===== config.mk =====
export PLATFORM = sky130hd
export DESIGN_NAME = alu_seq
export DESIGN_NICKNAME = d
export VERILOG_FILES = /design/src/rtl/alu_seq.sv
export SDC_FILE = /design/constraint.sdc
export NUM_CORES = 1
export LEC_CHECK = 0
export ABC_CLOCK_PERIOD_IN_PS = 2500
export CAP_MARGIN = 15
export CELL_PAD_IN_SITES_DETAIL_PLACEMENT = 2
export CELL_PAD_IN_SITES_GLOBAL_PLACEMENT = 2
export CORE_AREA = 4 4 109 111
export DETAILED_ROUTE_END_ITERATION = 7
export DIE_AREA = 0 0 113 115
export PLACE_DENSITY = 0.84
export SKIP_LAST_GASP = 1
export SLEW_MARGIN = 5
export SYNTH_ARGS = -nofsm -noshare
export SYNTH_HDL_FRONTEND = slang
export SYNTH_SLANG_ARGS = --single-unit

===== constraint.sdc =====
create_clock -name i_clock -period 2.5 [get_ports i_clock]
set_clock_uncertainty 0.1 [all_clocks]
set_input_delay 0.5 -clock i_clock [delete_from_list [all_inputs] [get_ports i_clock]]
set_output_delay 0.5 -clock i_clock [all_outputs]
set_load 0.05 [all_outputs]

===== src/rtl/alu_seq.sv =====
// Sequenced switch/button ALU: A, B, then opcode; result and flags registered.
// Optional ALU_BTN_SYNC_EN adds a two-flop synchronizer on each button.
module alu_seq #(
    parameter int BUS_SIZE    = 8,
    parameter int OPCODE_SIZE = 6,
    parameter int SHAMT_SIZE  = $clog2(BUS_SIZE)
) (
    input  logic                i_clock,
    input  logic                i_reset_n,
    input  logic [BUS_SIZE-1:0] i_switches,
    input  logic                i_button1,
    input  logic                i_button2,
    input  logic                i_button3,
    output logic [BUS_SIZE-1:0] o_result,
    output logic                o_carry,
    output logic                o_overflow,
    output logic                o_zero,
    output logic                o_error,
    output logic                o_valid,
    output logic [1:0]          o_state
);

    typedef enum logic [1:0] {
        WAIT_A  = 2'd0,
        WAIT_B  = 2'd1,
        WAIT_OP = 2'd2,
        DONE    = 2'd3
    } state_t;

    localparam logic [OPCODE_SIZE-1:0] OP_ADD  = OPCODE_SIZE'(6'b100000);
    localparam logic [OPCODE_SIZE-1:0] OP_SUB  = OPCODE_SIZE'(6'b100010);
    localparam logic [OPCODE_SIZE-1:0] OP_AND  = OPCODE_SIZE'(6'b100100);
    localparam logic [OPCODE_SIZE-1:0] OP_OR   = OPCODE_SIZE'(6'b100101);
    localparam logic [OPCODE_SIZE-1:0] OP_XOR  = OPCODE_SIZE'(6'b100110);
    localparam logic [OPCODE_SIZE-1:0] OP_NOR  = OPCODE_SIZE'(6'b100111);
    localparam logic [OPCODE_SIZE-1:0] OP_SRL  = OPCODE_SIZE'(6'b000010);
    localparam logic [OPCODE_SIZE-1:0] OP_SRA  = OPCODE_SIZE'(6'b000011);
    localparam logic [OPCODE_SIZE-1:0] OP_SLL  = OPCODE_SIZE'(6'b000000);
    localparam logic [OPCODE_SIZE-1:0] OP_SLT  = OPCODE_SIZE'(6'b101010);
    localparam logic [OPCODE_SIZE-1:0] OP_SLTU = OPCODE_SIZE'(6'b101011);

    function automatic logic op_known(input logic [OPCODE_SIZE-1:0] op);
        case (op)
            OP_ADD, OP_SUB, OP_AND, OP_OR, OP_XOR, OP_NOR,
            OP_SRL, OP_SRA, OP_SLL, OP_SLT, OP_SLTU: op_known = 1'b1;
            default:                                 op_known = 1'b0;
        endcase
    endfunction

    state_t                 state_q, state_d;
    logic [BUS_SIZE-1:0]    a_q, b_q, result_q;
    logic [OPCODE_SIZE-1:0] op_q;
    logic                   carry_q, ovf_q, zero_q, valid_q;
    logic [2:0]             btn_raw, btn, btn_q, rise;
    logic                   ld_a, ld_b, exec;

    assign btn_raw = {i_button3, i_button2, i_button1};

`ifdef ALU_BTN_SYNC_EN
    logic [2:0] sync1_q, sync2_q;

    always_ff @(posedge i_clock or negedge i_reset_n) begin
        if (!i_reset_n) begin
            sync1_q <= '0;
            sync2_q <= '0;
        end else begin
            sync1_q <= btn_raw;
            sync2_q <= sync1_q;
        end
    end

    assign btn = sync2_q;
`else
    assign btn = btn_raw;
`endif

    always_ff @(posedge i_clock or negedge i_reset_n) begin
        if (!i_reset_n) btn_q <= '0;
        else            btn_q <= btn;
    end

    assign rise = btn & ~btn_q;

    always_ff @(posedge i_clock or negedge i_reset_n) begin
        if (!i_reset_n) state_q <= WAIT_A;
        else            state_q <= state_d;
    end

    always_comb begin
        state_d = state_q;
        ld_a    = 1'b0;
        ld_b    = 1'b0;
        exec    = 1'b0;
        unique case (state_q)
            WAIT_A: if (rise[0]) begin
                ld_a    = 1'b1;
                state_d = WAIT_B;
            end
            WAIT_B: if (rise[1]) begin
                ld_b    = 1'b1;
                state_d = WAIT_OP;
            end
            WAIT_OP: if (rise[2]) begin
                exec    = 1'b1;
                state_d = DONE;
            end
            DONE: if (rise[0]) begin
                ld_a    = 1'b1;
                state_d = WAIT_B;
            end
            default: state_d = WAIT_A;
        endcase
    end

    // The opcode is taken live from the switches in the executing cycle.
    logic [OPCODE_SIZE-1:0] op;
    logic [SHAMT_SIZE-1:0]  shamt;
    logic [BUS_SIZE:0]      sum, diff;
    logic [BUS_SIZE-1:0]    alu_res;
    logic                   alu_c, alu_v, sa, sb;

    assign op    = i_switches[OPCODE_SIZE-1:0];
    assign shamt = b_q[SHAMT_SIZE-1:0];
    assign sum   = {1'b0, a_q} + {1'b0, b_q};
    assign diff  = {1'b0, a_q} - {1'b0, b_q};
    assign sa    = a_q[BUS_SIZE-1];
    assign sb    = b_q[BUS_SIZE-1];

    always_comb begin
        alu_res = '0;
        alu_c   = 1'b0;
        alu_v   = 1'b0;
        unique case (op)
            OP_ADD: begin
                alu_res = sum[BUS_SIZE-1:0];
                alu_c   = sum[BUS_SIZE];
                alu_v   = (sa == sb) && (sum[BUS_SIZE-1] != sa);
            end
            OP_SUB: begin
                alu_res = diff[BUS_SIZE-1:0];
                alu_c   = diff[BUS_SIZE];
                alu_v   = (sa != sb) && (diff[BUS_SIZE-1] != sa);
            end
            OP_AND:  alu_res = a_q & b_q;
            OP_OR:   alu_res = a_q | b_q;
            OP_XOR:  alu_res = a_q ^ b_q;
            OP_NOR:  alu_res = ~(a_q | b_q);
            OP_SRL:  alu_res = a_q >> shamt;
            OP_SRA:  alu_res = $signed(a_q) >>> shamt;
            OP_SLL:  alu_res = a_q << shamt;
            OP_SLT:  alu_res = {{(BUS_SIZE-1){1'b0}},
                                ($signed(a_q) < $signed(b_q))};
            OP_SLTU: alu_res = {{(BUS_SIZE-1){1'b0}}, (a_q < b_q)};
            default: alu_res = '0;
        endcase
    end

    always_ff @(posedge i_clock or negedge i_reset_n) begin
        if (!i_reset_n) begin
            a_q      <= '0;
            b_q      <= '0;
            op_q     <= '0;
            result_q <= '0;
            carry_q  <= 1'b0;
            ovf_q    <= 1'b0;
            zero_q   <= 1'b0;
            valid_q  <= 1'b0;
        end else begin
            if (ld_a) a_q <= i_switches;
            if (ld_b) b_q <= i_switches;
            if (exec) begin
                op_q     <= op;
                result_q <= alu_res;
                carry_q  <= alu_c;
                ovf_q    <= alu_v;
                zero_q   <= (alu_res == '0);
            end
            if (exec)      valid_q <= 1'b1;
            else if (ld_a) valid_q <= 1'b0;
        end
    end

    assign o_result   = result_q;
    assign o_carry    = carry_q;
    assign o_overflow = ovf_q;
    assign o_zero     = zero_q;
    assign o_error    = ~op_known(op_q);
    assign o_valid    = valid_q;
    assign o_state    = state_q;

endmodule


==> impl_results.html <==
<table>
<tr><th>Metric</th><th>Value</th></tr>
<tr><th colspan="2">Global route</th></tr>
<tr><td>Antenna violations before repair</td><td>0</td></tr>
<tr><td>Total routing usage reported by global routing</td><td>0.243</td></tr>
<tr><td>Total overflow reported by the global router</td><td>0</td></tr>
<tr><td>Largest net degree at the start of global routing</td><td>40</td></tr>
<tr><td>Gr busiest metal</td><td>met2</td></tr>
<tr><td>First-pass GRT wire length</td><td>24.3 mm</td></tr>
<tr><td>GRT met1 Usage</td><td>0.282</td></tr>
<tr><td>Vias in the first global route</td><td>4,113</td></tr>
<tr><td>Met2 usage in global routing</td><td>0.448</td></tr>
<tr><td>Met3 layer usage reported by global route</td><td>0.0400</td></tr>
<tr><th colspan="2">Synth</th></tr>
<tr><td>Netlist area before placement</td><td>about 3500 sq um</td></tr>
<tr><td>Syn_nets</td><td>438</td></tr>
<tr><td>Share of flip-flops with an asynchronous set or reset</td><td>1.00</td></tr>
<tr><td>XOR/XNOR Fraction of Synth Area</td><td>0.0275</td></tr>
<tr><td>Simple-gate share of the synthesized area</td><td>0.178</td></tr>
<tr><td>Adder and majority cell fraction of the synthesized area</td><td>0.111</td></tr>
<tr><td>Leading register cell type out of synthesis</td><td>sky130_fd_sc_hd__dfrtp_1</td></tr>
<tr><td>Most frequently used cell type in the post-synthesis netlist</td><td>sky130_fd_sc_hd__dfrtp_1</td></tr>
<tr><td>Count of synthesis-stage warnings from yosys</td><td>0</td></tr>
<tr><td>Largest family of logic cells by synthesized area</td><td>compound AO/OA/AOI/OAI gates</td></tr>
<tr><td>Synthesized area divided by synthesized cell count</td><td>8.88 sq um</td></tr>
<tr><td>Sequential area share after synthesis</td><td>0.278</td></tr>
<tr><td>Number of different library cells in the post-synthesis netlist</td><td>63</td></tr>
<tr><td>Count of mapped cells out of synthesis</td><td>395</td></tr>
<tr><td>Number of flops mapped to enable cells by yosys</td><td>0</td></tr>
<tr><td>Synth top area cells</td><td>sky130_fd_sc_hd__dfrtp_1, sky130_fd_sc_hd__ha_1, sky130_fd_sc_hd__mux2_2</td></tr>
<tr><td>Multiplexer share of the synthesized area</td><td>0.153</td></tr>
<tr><td>Most numerous cell types in the synthesized netlist</td><td>sky130_fd_sc_hd__dfrtp_1, sky130_fd_sc_hd__nand2_1, sky130_fd_sc_hd__ha_1, sky130_fd_sc_hd__nor2_1, sky130_fd_sc_hd__o21ai_0</td></tr>
<tr><td>Biggest area consumer among synthesized cells</td><td>sky130_fd_sc_hd__dfrtp_1</td></tr>
<tr><td>Fraction of synthesized cell area taken by the top area cell type</td><td>0.278</td></tr>
<tr><td>Number of storage elements in the synthesis netlist</td><td>39</td></tr>
<tr><td>Compound-cell area share of the yosys netlist</td><td>0.189</td></tr>
<tr><th colspan="2">Placement</th></tr>
<tr><td>Pre-CTS setup slack</td><td>-612 ps</td></tr>
<tr><td>Placed standard-cell area</td><td>4470 sq um</td></tr>
<tr><td>Last weighted congestion value of the routability-driven placer</td><td>0.945</td></tr>
<tr><td>HPWL after DPL</td><td>around 12 mm</td></tr>
<tr><td>Number of I/O port buffers</td><td>27</td></tr>
<tr><td>Placed instance count</td><td>617</td></tr>
<tr><th colspan="2">Critical path</th></tr>
<tr><td>Launch point of the worst path</td><td>b_q[0]$_DFFE_PN0P_</td></tr>
<tr><td>Data arrival at the endpoint of the critical path</td><td>2910 ps</td></tr>
<tr><td>Depth of the worst register-to-register path</td><td>11</td></tr>
<tr><td>Critical path fanouts, max</td><td>19</td></tr>
<tr><td>Reg-to-Reg Start</td><td>b_q[0]$_DFFE_PN0P_</td></tr>
<tr><td>Type of destination of the critical path</td><td>flip-flop</td></tr>
<tr><td>Path type of the worst setup path</td><td>reg2reg</td></tr>
<tr><td>Register-to-register setup slack</td><td>-270 ps</td></tr>
<tr><td>Termination of the worst setup path</td><td>o_zero$_DFFE_PN0P_</td></tr>
<tr><td>Crit path launch type</td><td>flip-flop</td></tr>
<tr><td>Capture instance of the worst register-to-register path</td><td>o_zero$_DFFE_PN0P_</td></tr>
<tr><td>Required time of the critical path</td><td>between 2000 and 3000 ps</td></tr>
<tr><th colspan="2">Status</th></tr>
<tr><td>Violations in the final reports</td><td>negative setup slack</td></tr>
<tr><td>Status</td><td>complete, but fails checks</td></tr>
<tr><th colspan="2">Layout</th></tr>
<tr><td>Number of antenna repair diodes</td><td>0</td></tr>
<tr><td>Synth-to-Final Area Change</td><td>40.9%</td></tr>
<tr><td>Number of nets in the layout</td><td>539</td></tr>
<tr><td>Final Instance Count excl. Fillers</td><td>637</td></tr>
<tr><td>Post-route standard cell area excluding fillers</td><td>around 5000 sq um</td></tr>
<tr><td>Fill cell count</td><td>1,120</td></tr>
<tr><td>Share of layout cells above drive strength 1</td><td>0.376</td></tr>
<tr><td>Final core utilization</td><td>0.458</td></tr>
<tr><th colspan="2">Power</th></tr>
<tr><td>Areal power density over the cells</td><td>1490 nW/um^2</td></tr>
<tr><td>Worst vdd rail ir drop</td><td>between 0.7 and 0.8 mV</td></tr>
<tr><td>Leakage power</td><td>2.15 nW</td></tr>
<tr><td>Post-layout power</td><td>between 7 and 8 mW</td></tr>
<tr><th colspan="2">Floorplanning</th></tr>
<tr><td>Die Y-Extent</td><td>roughly 120 um</td></tr>
<tr><td>Cell Rows</td><td>38</td></tr>
<tr><td>Area of the core region</td><td>10,800 sq um</td></tr>
<tr><td>Starting Density</td><td>0.325</td></tr>
<tr><td>Die area</td><td>13,000 sq um</td></tr>
<tr><td>Die Span X</td><td>113 um</td></tr>
<tr><td>I/O pin count</td><td>28</td></tr>
<tr><th colspan="2">Timing</th></tr>
<tr><td>Clock period minus worst slack</td><td>about 2800 ps</td></tr>
<tr><td>Min setup slack post-route</td><td>-266 ps</td></tr>
<tr><td>Final critical-path share of the clock period</td><td>1.11</td></tr>
<tr><td>Final Slew Violations</td><td>0</td></tr>
<tr><td>Rel. slew slack</td><td>0.360</td></tr>
<tr><td>Worst-margin pin slew</td><td>960 ps</td></tr>
<tr><td>Count of final setup violators</td><td>8</td></tr>
<tr><td>Final Hold Violating Endpoints</td><td>0</td></tr>
<tr><td>TNS Setup</td><td>-1150 ps</td></tr>
<tr><td>Max Clock Freq</td><td>~0.36 GHz</td></tr>
<tr><td>RSZ-0062 raised after global routing</td><td>yes</td></tr>
<tr><td>Smallest hold slack</td><td>246 ps</td></tr>
<tr><th colspan="2">Drt</th></tr>
<tr><td>First-pass detailed-route iteration total</td><td>4</td></tr>
<tr><td>Wirelength, routed</td><td>16.9 mm</td></tr>
<tr><td>Vias</td><td>3,700</td></tr>
<tr><td>Mean routed wirelength per cell</td><td>between 20 and 30 um</td></tr>
<tr><td>DRC</td><td>0</td></tr>
<tr><td>Vias per Instance</td><td>5.81</td></tr>
<tr><td>Number of antenna-violating nets in the routed design</td><td>0</td></tr>
<tr><td>Starting DRC count in detailed routing</td><td>between 200 and 250</td></tr>
<tr><th colspan="2">Clock tree</th></tr>
<tr><td>Root Buffer</td><td>sky130_fd_sc_hd__clkbuf_8</td></tr>
<tr><td>Clock Latency Late Sink</td><td>around 300 ps</td></tr>
<tr><td>Max Buffers Root-to-Sink</td><td>2</td></tr>
<tr><td>Number of buffers inserted during clock tree synthesis</td><td>5</td></tr>
<tr><td>CTS hold repair buffers</td><td>0</td></tr>
<tr><td>CTS clk-pin slew, worst paths</td><td>roughly 80 ps</td></tr>
<tr><td>Clock sinks</td><td>39</td></tr>
<tr><td>TritonCTS clock tree</td><td>done</td></tr>
<tr><td>Htree depth</td><td>2</td></tr>
<tr><th colspan="2">Flow run</th></tr>
<tr><td>Count of maximum capacitance violations</td><td>0</td></tr>
<tr><th colspan="2">Worst hold path</th></tr>
<tr><td>Class of the worst hold path</td><td>in2async</td></tr>
</table>
==> report_power, final <==
group          leakage, nW  internal [mW]  switching, mW
Sequential           0.482          0.894          0.254
Combinational         1.62           2.45           3.32
Clock               0.0484          0.227          0.245
Total                 2.15           3.57           3.81
==> how the worst min path moves through the flow <==
stage / start / to
after floorplan: i_reset_n / a_q[0]$_DFFE_PN0P_
after global routing: i_reset_n / btn_q[2]$_DFF_PN0_
after CTS: i_reset_n / o_state[0]$_DFFE_PN0P_
after detailed placement: o_result[2]$_DFFE_PN0P_ / o_result[2]$_DFFE_PN0P_
after global placement: o_result[7]$_DFFE_PN0P_ / o_result[7]$_DFFE_PN0P_
final: i_reset_n / btn_q[2]$_DFF_PN0_
==> metal layers <==
layer	wire length, um	vias to the layer above	part of all wire
met5	0	-	0
met3	917	45	0.054
met4	680	0	0.040
met2	8820	126	0.52
met1	6490	1896	0.38
li1	-	1633	-
==> critical path: stages (launching register included) <==
cell                         delay (ps)
sky130_fd_sc_hd__dfrtp_2            450
sky130_fd_sc_hd__buf_8              220
sky130_fd_sc_hd__clkinvlp_4         120
sky130_fd_sc_hd__ha_1               200
sky130_fd_sc_hd__nand2b_1           160
sky130_fd_sc_hd__o2111ai_1          170
sky130_fd_sc_hd__a21oi_1            170
sky130_fd_sc_hd__a2111oi_2          360
sky130_fd_sc_hd__buf_4              200
sky130_fd_sc_hd__nand2_1             60
sky130_fd_sc_hd__nor4_2             280
sky130_fd_sc_hd__a32o_2             200
==> cell families (layout without fill, tap and decap cells) <==
logic type / count (synthesis) / in the layout
AOI/OAI and AO/OA: 98 / 98
xor gates and xnor gates: 11 / 11
adders and majority gates: 30 / 30
buffers and inverters: 52 / 154
DFF: 39 / 39
muxes: 43 / 43
and+or+nand+nor: 122 / 122
==> sequential cells by signal, summed over array words and instances, names as in the netlist <==
name	cells
b_q	8
o_overflow	1
btn_q	3
a_q	8
o_carry	1
o_zero	1
op_q	6
o_valid	1
o_state	2
o_result	8
==> layout make-up <==
class,instances,area (sq um),share of cell area
Tap cell,140,175,0.0354
Timing Repair Buffer,120,1010,0.205
Clock buffer,7,86.3,0.0175
Inverter,26,104,0.0210
Sequential cell,39,978,0.198
Multi-Input combinational cell,304,2580,0.522
Clock inverter,1,8.76,0.00177
==> layout by cell type (no fill, tap or decap), types with 3 or more instances in the layout <==
cell type | Yosys | final
sky130_fd_sc_hd__clkdlybuf4s50_1 | 0 | 24
sky130_fd_sc_hd__a21o_1 | 4 | 4
sky130_fd_sc_hd__ha_4 | 0 | 7
sky130_fd_sc_hd__buf_4 | 1 | 87
sky130_fd_sc_hd__clkbuf_8 | 0 | 6
sky130_fd_sc_hd__nor2_2 | 0 | 3
sky130_fd_sc_hd__nand3_1 | 4 | 4
sky130_fd_sc_hd__o21ai_0 | 24 | 17
sky130_fd_sc_hd__mux2_2 | 23 | 22
sky130_fd_sc_hd__o21ai_1 | 0 | 4
sky130_fd_sc_hd__nor3_2 | 0 | 3
sky130_fd_sc_hd__nand4_1 | 5 | 5
sky130_fd_sc_hd__o31ai_1 | 6 | 5
sky130_fd_sc_hd__nand2_1 | 37 | 37
sky130_fd_sc_hd__and3_1 | 3 | 3
sky130_fd_sc_hd__o21a_1 | 3 | 3
sky130_fd_sc_hd__mux2i_1 | 13 | 13
sky130_fd_sc_hd__dfrtp_1 | 39 | 37
sky130_fd_sc_hd__a21oi_2 | 0 | 4
sky130_fd_sc_hd__o211ai_1 | 4 | 4
sky130_fd_sc_hd__nor2_1 | 25 | 22
sky130_fd_sc_hd__ha_1 | 28 | 19
sky130_fd_sc_hd__nand3b_1 | 4 | 4
sky130_fd_sc_hd__nand2b_1 | 8 | 8
sky130_fd_sc_hd__inv_1 | 23 | 19
sky130_fd_sc_hd__inv_2 | 2 | 4
sky130_fd_sc_hd__xnor2_1 | 8 | 7
sky130_fd_sc_hd__a211oi_1 | 4 | 3
sky130_fd_sc_hd__buf_6 | 1 | 4
sky130_fd_sc_hd__a31oi_1 | 4 | 3
sky130_fd_sc_hd__nor3_1 | 10 | 6
sky130_fd_sc_hd__mux4_2 | 6 | 6
sky130_fd_sc_hd__o21ai_2 | 0 | 3
sky130_fd_sc_hd__nor2b_1 | 9 | 8
sky130_fd_sc_hd__nor4_1 | 5 | 3
sky130_fd_sc_hd__a21oi_1 | 20 | 16
sky130_fd_sc_hd__o2111ai_1 | 5 | 3
==> timing repair <==
action                                  CTS  global route
setup buffers                             5             7
cloned                                    0             0
gates resized for setup                  38            33
endpoints found under the setup margin   11            10
pin swaps                                17            17
Power figures use the tool's default switching activity.
